### src/rtl/gpio_pkg.sv
// Shared constants for the register-mapped GPIO controller: byte offsets of
// each register, register count and the widest supported pin vector.
package gpio_pkg;

    localparam int MAX_PINS      = 32;
    localparam int GPIO_NUM_REGS = 6;

    localparam logic [4:0] GPIO_OUT_OFS     = 5'h00;
    localparam logic [4:0] GPIO_DIR_OFS     = 5'h04;
    localparam logic [4:0] GPIO_IN_OFS      = 5'h08;
    localparam logic [4:0] GPIO_RISE_EN_OFS = 5'h0C;
    localparam logic [4:0] GPIO_FALL_EN_OFS = 5'h10;
    localparam logic [4:0] GPIO_IRQSTAT_OFS = 5'h14;

endpackage

### src/rtl/gpio_in_cond.sv
// Input conditioning for the GPIO pin vector: synchroniser, optional debounce
// (enabled by defining GPIO_DEBOUNCE_EN) and rise/fall edge outputs.
module gpio_in_cond #(
    parameter int NUM_PINS        = 32,
    parameter int SYNC_STAGES     = 2,
    parameter int DEBOUNCE_CYCLES = 16
) (
    input  logic                clk,
    input  logic                reset,
    input  logic [NUM_PINS-1:0] gpio_in,
    output logic [NUM_PINS-1:0] level,
    output logic [NUM_PINS-1:0] rise,
    output logic [NUM_PINS-1:0] fall
);

    if (SYNC_STAGES < 2 || SYNC_STAGES > 4 || DEBOUNCE_CYCLES < 1) begin : g_bad_param
        $error("gpio_in_cond: SYNC_STAGES or DEBOUNCE_CYCLES out of range");
    end

    // Stage 0 is the flop closest to the pad; the top slice is sync_q.
    logic [SYNC_STAGES-1:0][NUM_PINS-1:0] sync_reg;
    logic [NUM_PINS-1:0]                  sync_q;
    logic [NUM_PINS-1:0]                  prev_reg;

    always_ff @(posedge clk) begin
        if (reset) begin
            sync_reg <= '0;
        end else begin
            sync_reg <= {sync_reg[SYNC_STAGES-2:0], gpio_in};
        end
    end

    assign sync_q = sync_reg[SYNC_STAGES-1];

`ifdef GPIO_DEBOUNCE_EN
    localparam int CNT_W = $clog2(DEBOUNCE_CYCLES + 1);

    genvar gi;
    for (gi = 0; gi < NUM_PINS; gi++) begin : g_db
        logic [CNT_W-1:0] cnt_reg;
        logic             lvl_reg;

        // Any cycle where sync_q agrees with the accepted level restarts the count.
        always_ff @(posedge clk) begin
            if (reset) begin
                cnt_reg <= '0;
                lvl_reg <= 1'b0;
            end else if (sync_q[gi] == lvl_reg) begin
                cnt_reg <= '0;
            end else if (cnt_reg == CNT_W'(DEBOUNCE_CYCLES - 1)) begin
                cnt_reg <= '0;
                lvl_reg <= sync_q[gi];
            end else begin
                cnt_reg <= cnt_reg + CNT_W'(1);
            end
        end

        assign level[gi] = lvl_reg;
    end
`else
    assign level = sync_q;
`endif

    always_ff @(posedge clk) begin
        if (reset) begin
            prev_reg <= '0;
        end else begin
            prev_reg <= level;
        end
    end

    assign rise = level & ~prev_reg;
    assign fall = ~level & prev_reg;

endmodule

### src/rtl/gpio_ctrl.sv
// Register-mapped GPIO controller on the valid/ready peripheral bus.
// Define GPIO_DEBOUNCE_EN to insert per-pin debounce counters on the inputs.
module gpio_ctrl
    import gpio_pkg::*;
#(
    parameter int NUM_PINS        = 32,
    parameter int SYNC_STAGES     = 2,
    parameter int DEBOUNCE_CYCLES = 16
) (
    input  logic                clk,
    input  logic                reset,
    input  logic                reg_valid,
    output logic                reg_ready,
    input  logic [4:0]          reg_addr,
    input  logic [3:0]          reg_wstrb,
    input  logic [31:0]         reg_wdata,
    output logic [31:0]         reg_rdata,
    input  logic [NUM_PINS-1:0] gpio_in,
    output logic [NUM_PINS-1:0] gpio_out,
    output logic [NUM_PINS-1:0] gpio_oe,
    output logic                irq
);

    if (NUM_PINS < 1 || NUM_PINS > MAX_PINS || GPIO_NUM_REGS > 8) begin : g_bad_param
        $error("gpio_ctrl: NUM_PINS out of range");
    end

    logic                ready_reg;
    logic [31:0]         rdata_reg;
    logic [4:0]          req_ofs_reg;
    logic [3:0]          req_wstrb_reg;
    logic [NUM_PINS-1:0] req_wdata_reg;
    logic [NUM_PINS-1:0] out_reg;
    logic [NUM_PINS-1:0] dir_reg;
    logic [NUM_PINS-1:0] rise_en_reg;
    logic [NUM_PINS-1:0] fall_en_reg;
    logic [NUM_PINS-1:0] stat_reg;
    logic [NUM_PINS-1:0] stat_next;
    logic                irq_reg;

    logic [NUM_PINS-1:0] in_level;
    logic [NUM_PINS-1:0] in_rise;
    logic [NUM_PINS-1:0] in_fall;
    logic [NUM_PINS-1:0] wmask;
    logic [NUM_PINS-1:0] irq_set;
    logic [NUM_PINS-1:0] irq_clr;
    logic [31:0]         rd_word;
    logic                accept;
    logic                commit;
    logic                wr_out;
    logic                wr_dir;
    logic                wr_rise;
    logic                wr_fall;
    logic                wr_stat;
    logic                unused_bits;

    gpio_in_cond #(
        .NUM_PINS        (NUM_PINS),
        .SYNC_STAGES     (SYNC_STAGES),
        .DEBOUNCE_CYCLES (DEBOUNCE_CYCLES)
    ) u_in_cond (
        .clk     (clk),
        .reset   (reset),
        .gpio_in (gpio_in),
        .level   (in_level),
        .rise    (in_rise),
        .fall    (in_fall)
    );

    // The request is latched on acceptance and committed from the latch on the
    // reg_ready cycle, so the write does not depend on the master's hold time.
    assign accept = reg_valid & ~ready_reg;
    assign commit = ready_reg & (|req_wstrb_reg);

    genvar gi;
    for (gi = 0; gi < NUM_PINS; gi++) begin : g_lane
        assign wmask[gi] = req_wstrb_reg[gi / 8];
    end

    assign wr_out  = commit && (req_ofs_reg == GPIO_OUT_OFS);
    assign wr_dir  = commit && (req_ofs_reg == GPIO_DIR_OFS);
    assign wr_rise = commit && (req_ofs_reg == GPIO_RISE_EN_OFS);
    assign wr_fall = commit && (req_ofs_reg == GPIO_FALL_EN_OFS);
    assign wr_stat = commit && (req_ofs_reg == GPIO_IRQSTAT_OFS);

    // Set is OR-ed in after the clear so a coincident edge keeps its bit.
    assign irq_set   = (in_rise & rise_en_reg) | (in_fall & fall_en_reg);
    assign irq_clr   = wr_stat ? (req_wdata_reg & wmask) : '0;
    assign stat_next = (stat_reg & ~irq_clr) | irq_set;

    always_comb begin
        rd_word = '0;
        case ({reg_addr[4:2], 2'b00})
            GPIO_OUT_OFS:     rd_word[NUM_PINS-1:0] = out_reg;
            GPIO_DIR_OFS:     rd_word[NUM_PINS-1:0] = dir_reg;
            GPIO_IN_OFS:      rd_word[NUM_PINS-1:0] = in_level;
            GPIO_RISE_EN_OFS: rd_word[NUM_PINS-1:0] = rise_en_reg;
            GPIO_FALL_EN_OFS: rd_word[NUM_PINS-1:0] = fall_en_reg;
            GPIO_IRQSTAT_OFS: rd_word[NUM_PINS-1:0] = stat_reg;
            default:          rd_word = '0;
        endcase
    end

    always_ff @(posedge clk) begin
        if (reset) begin
            ready_reg     <= 1'b0;
            rdata_reg     <= '0;
            req_ofs_reg   <= '0;
            req_wstrb_reg <= '0;
            req_wdata_reg <= '0;
            out_reg       <= '0;
            dir_reg       <= '0;
            rise_en_reg   <= '0;
            fall_en_reg   <= '0;
            stat_reg      <= '0;
            irq_reg       <= 1'b0;
        end else begin
            ready_reg <= accept;
            rdata_reg <= (accept && reg_wstrb == 4'b0000) ? rd_word : 32'h0;
            if (accept) begin
                req_ofs_reg   <= {reg_addr[4:2], 2'b00};
                req_wstrb_reg <= reg_wstrb;
                req_wdata_reg <= reg_wdata[NUM_PINS-1:0];
            end
            if (wr_out) begin
                out_reg <= (out_reg & ~wmask) | (req_wdata_reg & wmask);
            end
            if (wr_dir) begin
                dir_reg <= (dir_reg & ~wmask) | (req_wdata_reg & wmask);
            end
            if (wr_rise) begin
                rise_en_reg <= (rise_en_reg & ~wmask) | (req_wdata_reg & wmask);
            end
            if (wr_fall) begin
                fall_en_reg <= (fall_en_reg & ~wmask) | (req_wdata_reg & wmask);
            end
            stat_reg <= stat_next;
            irq_reg  <= |stat_reg;
        end
    end

    assign unused_bits = ^{reg_addr[1:0], reg_wdata};

    assign reg_ready = ready_reg;
    assign reg_rdata = rdata_reg;
    assign gpio_out  = out_reg;
    assign gpio_oe   = dir_reg;
    assign irq       = irq_reg;

endmodule

### config.mk
export PLATFORM = sky130hd
export DESIGN_NAME = gpio_ctrl
export DESIGN_NICKNAME = d
export VERILOG_FILES = /design/src/rtl/gpio_pkg.sv /design/src/rtl/gpio_in_cond.sv /design/src/rtl/gpio_ctrl.sv
export SDC_FILE = /design/constraint.sdc
export NUM_CORES = 1
export LEC_CHECK = 0
export BUFFER_PORTS_ARGS = -buffer_cell sky130_fd_sc_hd__buf_2
export CAP_MARGIN = 20
export CORE_ASPECT_RATIO = 0.6
export CORE_MARGIN = 5
export CORE_UTILIZATION = 55
export CTS_CLUSTER_DIAMETER = 200
export DETAILED_ROUTE_END_ITERATION = 7
export MAX_ROUTING_LAYER = met4
export PLACE_DENSITY = 0.77
export SLEW_MARGIN = 20
export SYNTH_ARGS = -nofsm -noshare
export SYNTH_HDL_FRONTEND = slang
export SYNTH_SLANG_ARGS = --single-unit
### constraint.sdc
create_clock -name clk -period 1.4 [get_ports clk]
set_input_delay 0.14 -clock clk [delete_from_list [all_inputs] [get_ports clk]]
set_output_delay 0.14 -clock clk [all_outputs]
set_load 0.03 [all_outputs]
==> results of run 1 <==
cell usage in the layout, fill, tap and decap left out, types with 52 or more instances in the layout:
cell and n:
nor2b_1 98, nand3_1 52, dfxtp_1 324, a21oi_1 125, nand2_1 150, dlygate4sd3_1 73, buf_2 167, mux2i_1 106
buf_4 63, nand3b_1 67, nor2_1 83
per-layer routing:
metal	up-vias	GRT usage [%]	wire [µm]
met4	0	9.05	1270
met5	-	-	0
met2	685	43.3	17900
met1	5537	40.5	16800
li1	5322	-	-
met3	121	6.19	4120
worst max path at each step:
stage | cells past startpoint | slack (ns) | endpoint
floorplan | 6 | 0.02 | flip-flop
global placement | 5 | -0.06 | irq
detailed placement | 5 | -0.08 | flip-flop
CTS | 5 | -0.02 | flip-flop
global route | 5 | -0.1 | flip-flop
finish | 5 | -0.07 | flip-flop
logic make-up after synthesis:
group,after synthesis
simple gates,520
flops,329
compound gates,266
mux,127
buf+inv,126
power by group through the flow:
stage / Clock (W) / Sequential (W) / Combinational [W]
2_1_floorplan: 0 / 0.00987 / 0.000661
3_3_place_gp: 0 / 0.00993 / 0.00109
3_5_place_dp: 0 / 0.00993 / 0.00110
4_1_cts: 0.00871 / 0.00972 / 0.00128
5_1_grt: 0.00914 / 0.00976 / 0.00148
6_report: 0.00866 / 0.00975 / 0.00140
stage by stage:
step | instance area [µm²] | worst slack, ns | std cells | utilization, %
after global placement | 14500 | -0.0647 | 1860 | 63.2
after floorplan | 12800 | 0.0204 | 1368 | -
final | 17000 | -0.0699 | 1997 | 73.8
after CTS | 16400 | -0.0184 | 1990 | 71.2
after detailed placement | 14500 | -0.0845 | 1860 | 63.2
after global routing | 17000 | -0.0953 | 1997 | 73.8
layout make-up:
cell class	instances	area share (%)
clock buffer	39	4.86
timing repair buffer	352	16.6
multi-input combinational	914	35.3
clock inverter	14	1.25
sequential	329	38.9
tap	315	2.32
inverter	34	0.753
critical path, delay by kind of cell (launching register included):
| family | cells | cell delay [ns] |
|---|---|---|
| DFF | 1 | 0.38 |
| buffers and inverters | 2 | 0.37 |
| AOI/OAI and AO/OA | 1 | 0.19 |
| and+or+nand+nor | 2 | 0.45 |
what timing repair did:
item	CTS	global route
hold buffers	73	0
endpoints found under the setup margin	125	198
buffers inserted	3	4
gates resized for setup	14	140
endpoints found under the hold margin	85	0
pin swaps	1	34
gates cloned	1	3
==> flow_summary.json, run 1 <==
{
  "status": "complete, but fails checks",
  "failed_checks": "setup timing",
  "async_flop_share_pct": 0,
  "p_clk_share_pct": 43.7,
  "relSlewSlack_pct": 55.0,
  "cts.reportedPaths.clkPinSlew_ns": 0.07,
  "power.total_w": 0.0198,
  "hold_path.startpoint": "reg_valid",
  "hold_ws_ns": 0.170,
  "clkLatencyLatePin_ns": 0.56,
  "wl_um": 40200,
  "drt_pass1_iterations": 7,
  "synthMuxAreaShare_pct": 10.4,
  "crit_path_start": "req_ofs_reg[3]",
  "clock-sinks": 329,
  "yosysMostFrequentCell": "dfxtp_1",
  "crit_type": "reg -> reg",
  "chipWidth_um": 207,
  "clock_path_buffers": 3,
  "layout_setup_ws_ns": -0.0699,
  "slew_violations": 0,
  "ant_nets": 0,
  "num_vias": 11665,
  "worstPathRequired_ns": 1.89,
  "core_um2": 23000,
  "final.fill_count": 1611,
  "io_pins": 174,
  "htree_levels": 1,
  "worst_slew_pin_slew_ns": 0.675,
  "syn-cell-area_um2": 12800,
  "grt_pass1_vias": 11048,
  "synth_top_area_cell": "dfxtp_1",
  "p_leak_nw": 6.76,
  "synth_top_flop_cell": "dfxtp_1",
  "ys_ff_latch": 329,
  "die-area_um2": 26500,
  "arrival_ns": 1.96,
  "yosys.area_share.simple_pct": 21.2,
  "crit_chain": "nor4bb_4 -> buf_6 -> buf_12 -> nand3_1 -> a21oi_1",
  "period_share_pct": 105,
  "p_switching_w": 0.00454,
  "synth_seq_area_share_pct": 51.5,
  "antenna_found_initial": 0,
  "grt_max_degree": 93,
  "syn_to_final_growth_pct": 32.6,
  "synthAdderAreaFrac_pct": 0,
  "synth_edf_count": 0,
  "synth_cell_types": 43,
  "ff2ff_path_depth": 5,
  "track_usage_pct": 29.2,
  "synth_commonest_cells": "dfxtp_1, nand2_1, a21oi_1, mux2i_1, nor2b_1",
  "startpoint_type": "flip-flop",
  "synth_xor_area_share_pct": 0,
  "synth_nets": 1444,
  "min_to": "reg_rdata[31]",
  "syn_inst": 1368,
  "skew_ns": 0.0125,
  "viasPerCell": 5.84,
  "route.detailed.drc": 0,
  "cts_made_buffers": 29,
  "grt_remaining_overflow": 0,
  "whs_path_depth": 5,
  "drt_iter0_markers": 1380,
  "cp-end-kind": "flip-flop",
  "irDropWorstVdd_mv": 1.06,
  "seqPwrFrac_pct": 49.2,
  "p_per_area_nw_per_um2": 1170,
  "root_buffer": "clkbuf_16",
  "hp-class": "in -> reg",
  "intPower_w": 0.0153,
  "rows": 43,
  "drive_above_1_share_pct": 26.4,
  "gp_congestion": 0.921,
  "crit_path_max_incr_delay_ns": 0.38,
  "cp_slowest_cell": "dfxtp_4",
  "timing.rr.start": "req_ofs_reg[3]",
  "antennaDiodeCount": 0,
  "regArea_um2": 6600,
  "wire_per_inst_um": 20.1,
  "drv_cap": 0,
  "ys_warn_count": 0,
  "synth-compound-area-share_pct": 11.9,
  "cts_tree": "done",
  "p_sw_share_pct": 22.9,
  "rsz0062_at_grt": "yes",
  "io_buffers": 171,
  "comb_power_share_pct": 7.0,
  "finalHoldViolations": 0,
  "die_h_um": 128,
  "ys_top_cells_by_area": "dfxtp_1, mux2i_1, a21oi_1",
  "multiInputGateArea_um2": 5980,
  "dp_hpwl_um": 25700,
  "fin_setup_tns_ns": -0.350,
  "finalSetupViolCount": 22,
  "fin_crit_ns": 1.47,
  "initial_core_util_pct": 55.6,
  "worstPathMaxFanout": 7,
  "layout.nets": 1736,
  "avgSynthCellArea_um2": 9.34,
  "synth_top_family_by_area": "simple AND/OR/NAND/NOR gates",
  "max_freq_mhz": 680,
  "grt_pass1_wl_um": 59800,
  "rrSetupSlack_ns": -0.07,
  "synth_top_cell_area_share_pct": 51.5
}
Power figures use the tool's default switching activity.
==> run 2: changes to the inputs <==
- clock period: 1.4 -> 1.7 ns (I/O delays scaled with it)
==> run 2 against run 1 <==
Effect of this change:
- the flow now finishes without violations
- die area unchanged
- setup slack better by 0.15 ns
- power down 20%
- global-route usage down 0.50 points
- clock power down 22%
- via count down 4.3%
- cell count down 2.2%
==> flow_summary.json, run 2 (same netlist as run 1, synthesis figures left out) <==
{
  "track_usage_pct": 28.7,
  "layout.nets": 1693,
  "irDropWorstVdd_mv": 0.678,
  "worstPathMaxFanout": 8,
  "cts_tree": "done",
  "dp.cells": 1827,
  "antenna_found_initial": 1,
  "cp-end-kind": "flip-flop",
  "rrSetupSlack_ns": 0.08,
  "fin_setup_tns_ns": 0,
  "viasPerCell": 5.72,
  "period_share_pct": 95.0,
  "worstPathRequired_ns": 2.14,
  "p_leak_nw": 6.34,
  "max_freq_mhz": 619,
  "p_per_area_nw_per_um2": 992,
  "cts_made_buffers": 28,
  "gp_congestion": 0.897,
  "layout_common_cells": "dfxtp_1, buf_2, nand2_1",
  "drt_iter0_markers": 1187,
  "clkLatencyLatePin_ns": 0.56,
  "final.fill_count": 1769,
  "skew_ns": 0.0181,
  "worst_slew_pin_slew_ns": 0.590,
  "slew_violations": 0,
  "num_vias": 11166,
  "mostFrequentLayoutCell": "dfxtp_1",
  "drive_above_1_share_pct": 19.3,
  "timing.rr.start": "req_ofs_reg[2]",
  "clock_path_buffers": 3,
  "status": "finished clean",
  "wl_um": 37900,
  "grt_pass1_vias": 10930,
  "core_um2": 23000,
  "final_cells": 1953,
  "grt_max_degree": 65,
  "chipWidth_um": 207,
  "wire_per_inst_um": 19.4,
  "grt_remaining_overflow": 0,
  "ant_nets": 0,
  "crit_path_start": "req_ofs_reg[2]",
  "rsz0062_at_grt": "no",
  "die-area_um2": 26500,
  "clock-sinks": 329,
  "crit_type": "reg -> reg",
  "io_buffers": 171,
  "cts_setup_buffers": 0,
  "route.detailed.drc": 0,
  "dp_hpwl_um": 25200,
  "startpoint_type": "flip-flop",
  "initial_core_util_pct": 55.6,
  "hp-class": "in -> reg",
  "root_buffer": "clkbuf_16",
  "drv_cap": 0,
  "finalSetupViolCount": 0,
  "arrival_ns": 2.05,
  "finalHoldViolations": 0,
  "ff2ff_path_depth": 5,
  "rows": 43,
  "syn_to_final_growth_pct": 24.7,
  "drt_pass1_iterations": 7,
  "grt_pass1_wl_um": 58900,
  "io_pins": 174,
  "relSlewSlack_pct": 60.7,
  "fin_crit_ns": 1.62,
  "die_h_um": 128,
  "htree_levels": 1,
  "cts.reportedPaths.clkPinSlew_ns": 0.07
}
## run 2: through the flow
| step | total power (W) | util, % | area [µm²] | hold WS (ns) | worst slack, ns |
|---|---|---|---|---|---|
| global route | 0.0163 | 69.4 | 15900 | 0.200 | 0.00385 |
| floorplan | 0.00867 | - | 12800 | 0.298 | 0.131 |
| global placement | 0.00903 | 61.8 | 14200 | 0.380 | 0.113 |
| CTS | 0.0159 | 69.3 | 15900 | 0.175 | 0.0223 |
| detailed placement | 0.00906 | 61.8 | 14200 | 0.384 | 0.0329 |
| finish | 0.0158 | 69.4 | 15900 | 0.196 | 0.0849 |
## run 2: layer usage
layer	routed length, µm	global-route usage (%)	vias up
li1	-	-	5234
met3	3600	5.76	90
met4	1040	8.66	0
met1	16600	40.1	5302
met2	16600	42.5	540
met5	0	-	-
## run 2: worst min-delay path by stage
stage / from / end / slack [ns] / depth (start not counted)
after floorplan: gpio_in[0] / u_in_cond.sync_reg[0] / 0.30 / 1
after global placement: gpio_in[20] / u_in_cond.sync_reg[20] / 0.38 / 2
after detailed placement: gpio_in[14] / u_in_cond.sync_reg[14] / 0.38 / 2
after CTS: reg_addr[3] / req_ofs_reg[3] / 0.17 / 4
after global routing: reg_addr[3] / req_ofs_reg[3] / 0.20 / 4
final: reg_addr[3] / req_ofs_reg[3] / 0.20 / 4
## run 2: report_power, final
group / internal, W / switching (W)
Sequential: 0.00786 / 0.000159
Combinational: 0.000466 / 0.000569
Clock: 0.00395 / 0.00282
Total: 0.0123 / 0.00355
## run 2: layout make-up
type	count	area, µm²	share of cell area, %
antenna	1	2.50	0.0157
inverter	34	128	0.800
tap	315	394	2.47
clock buffer	43	828	5.19
multi-input combinational	913	5600	35.1
timing repair buffer	311	2270	14.2
clock inverter	7	138	0.863
sequential	329	6590	41.3
## run 2: worst max-delay path, cell delays in order (launching register included)
cell,delay [ns]
dfxtp_1,0.38
buf_4,0.19
nor2_4,0.22
nand3_2,0.37
mux2i_1,0.28
nor2_1,0.05
## run 2: repair_timing
item | in CTS | in global routing
hold endpoints to repair | 74 | 0
hold buffers | 75 | 0
resized for setup | 1 | 6
setup endpoints to repair | 1 | 40
cloned | 0 | 0
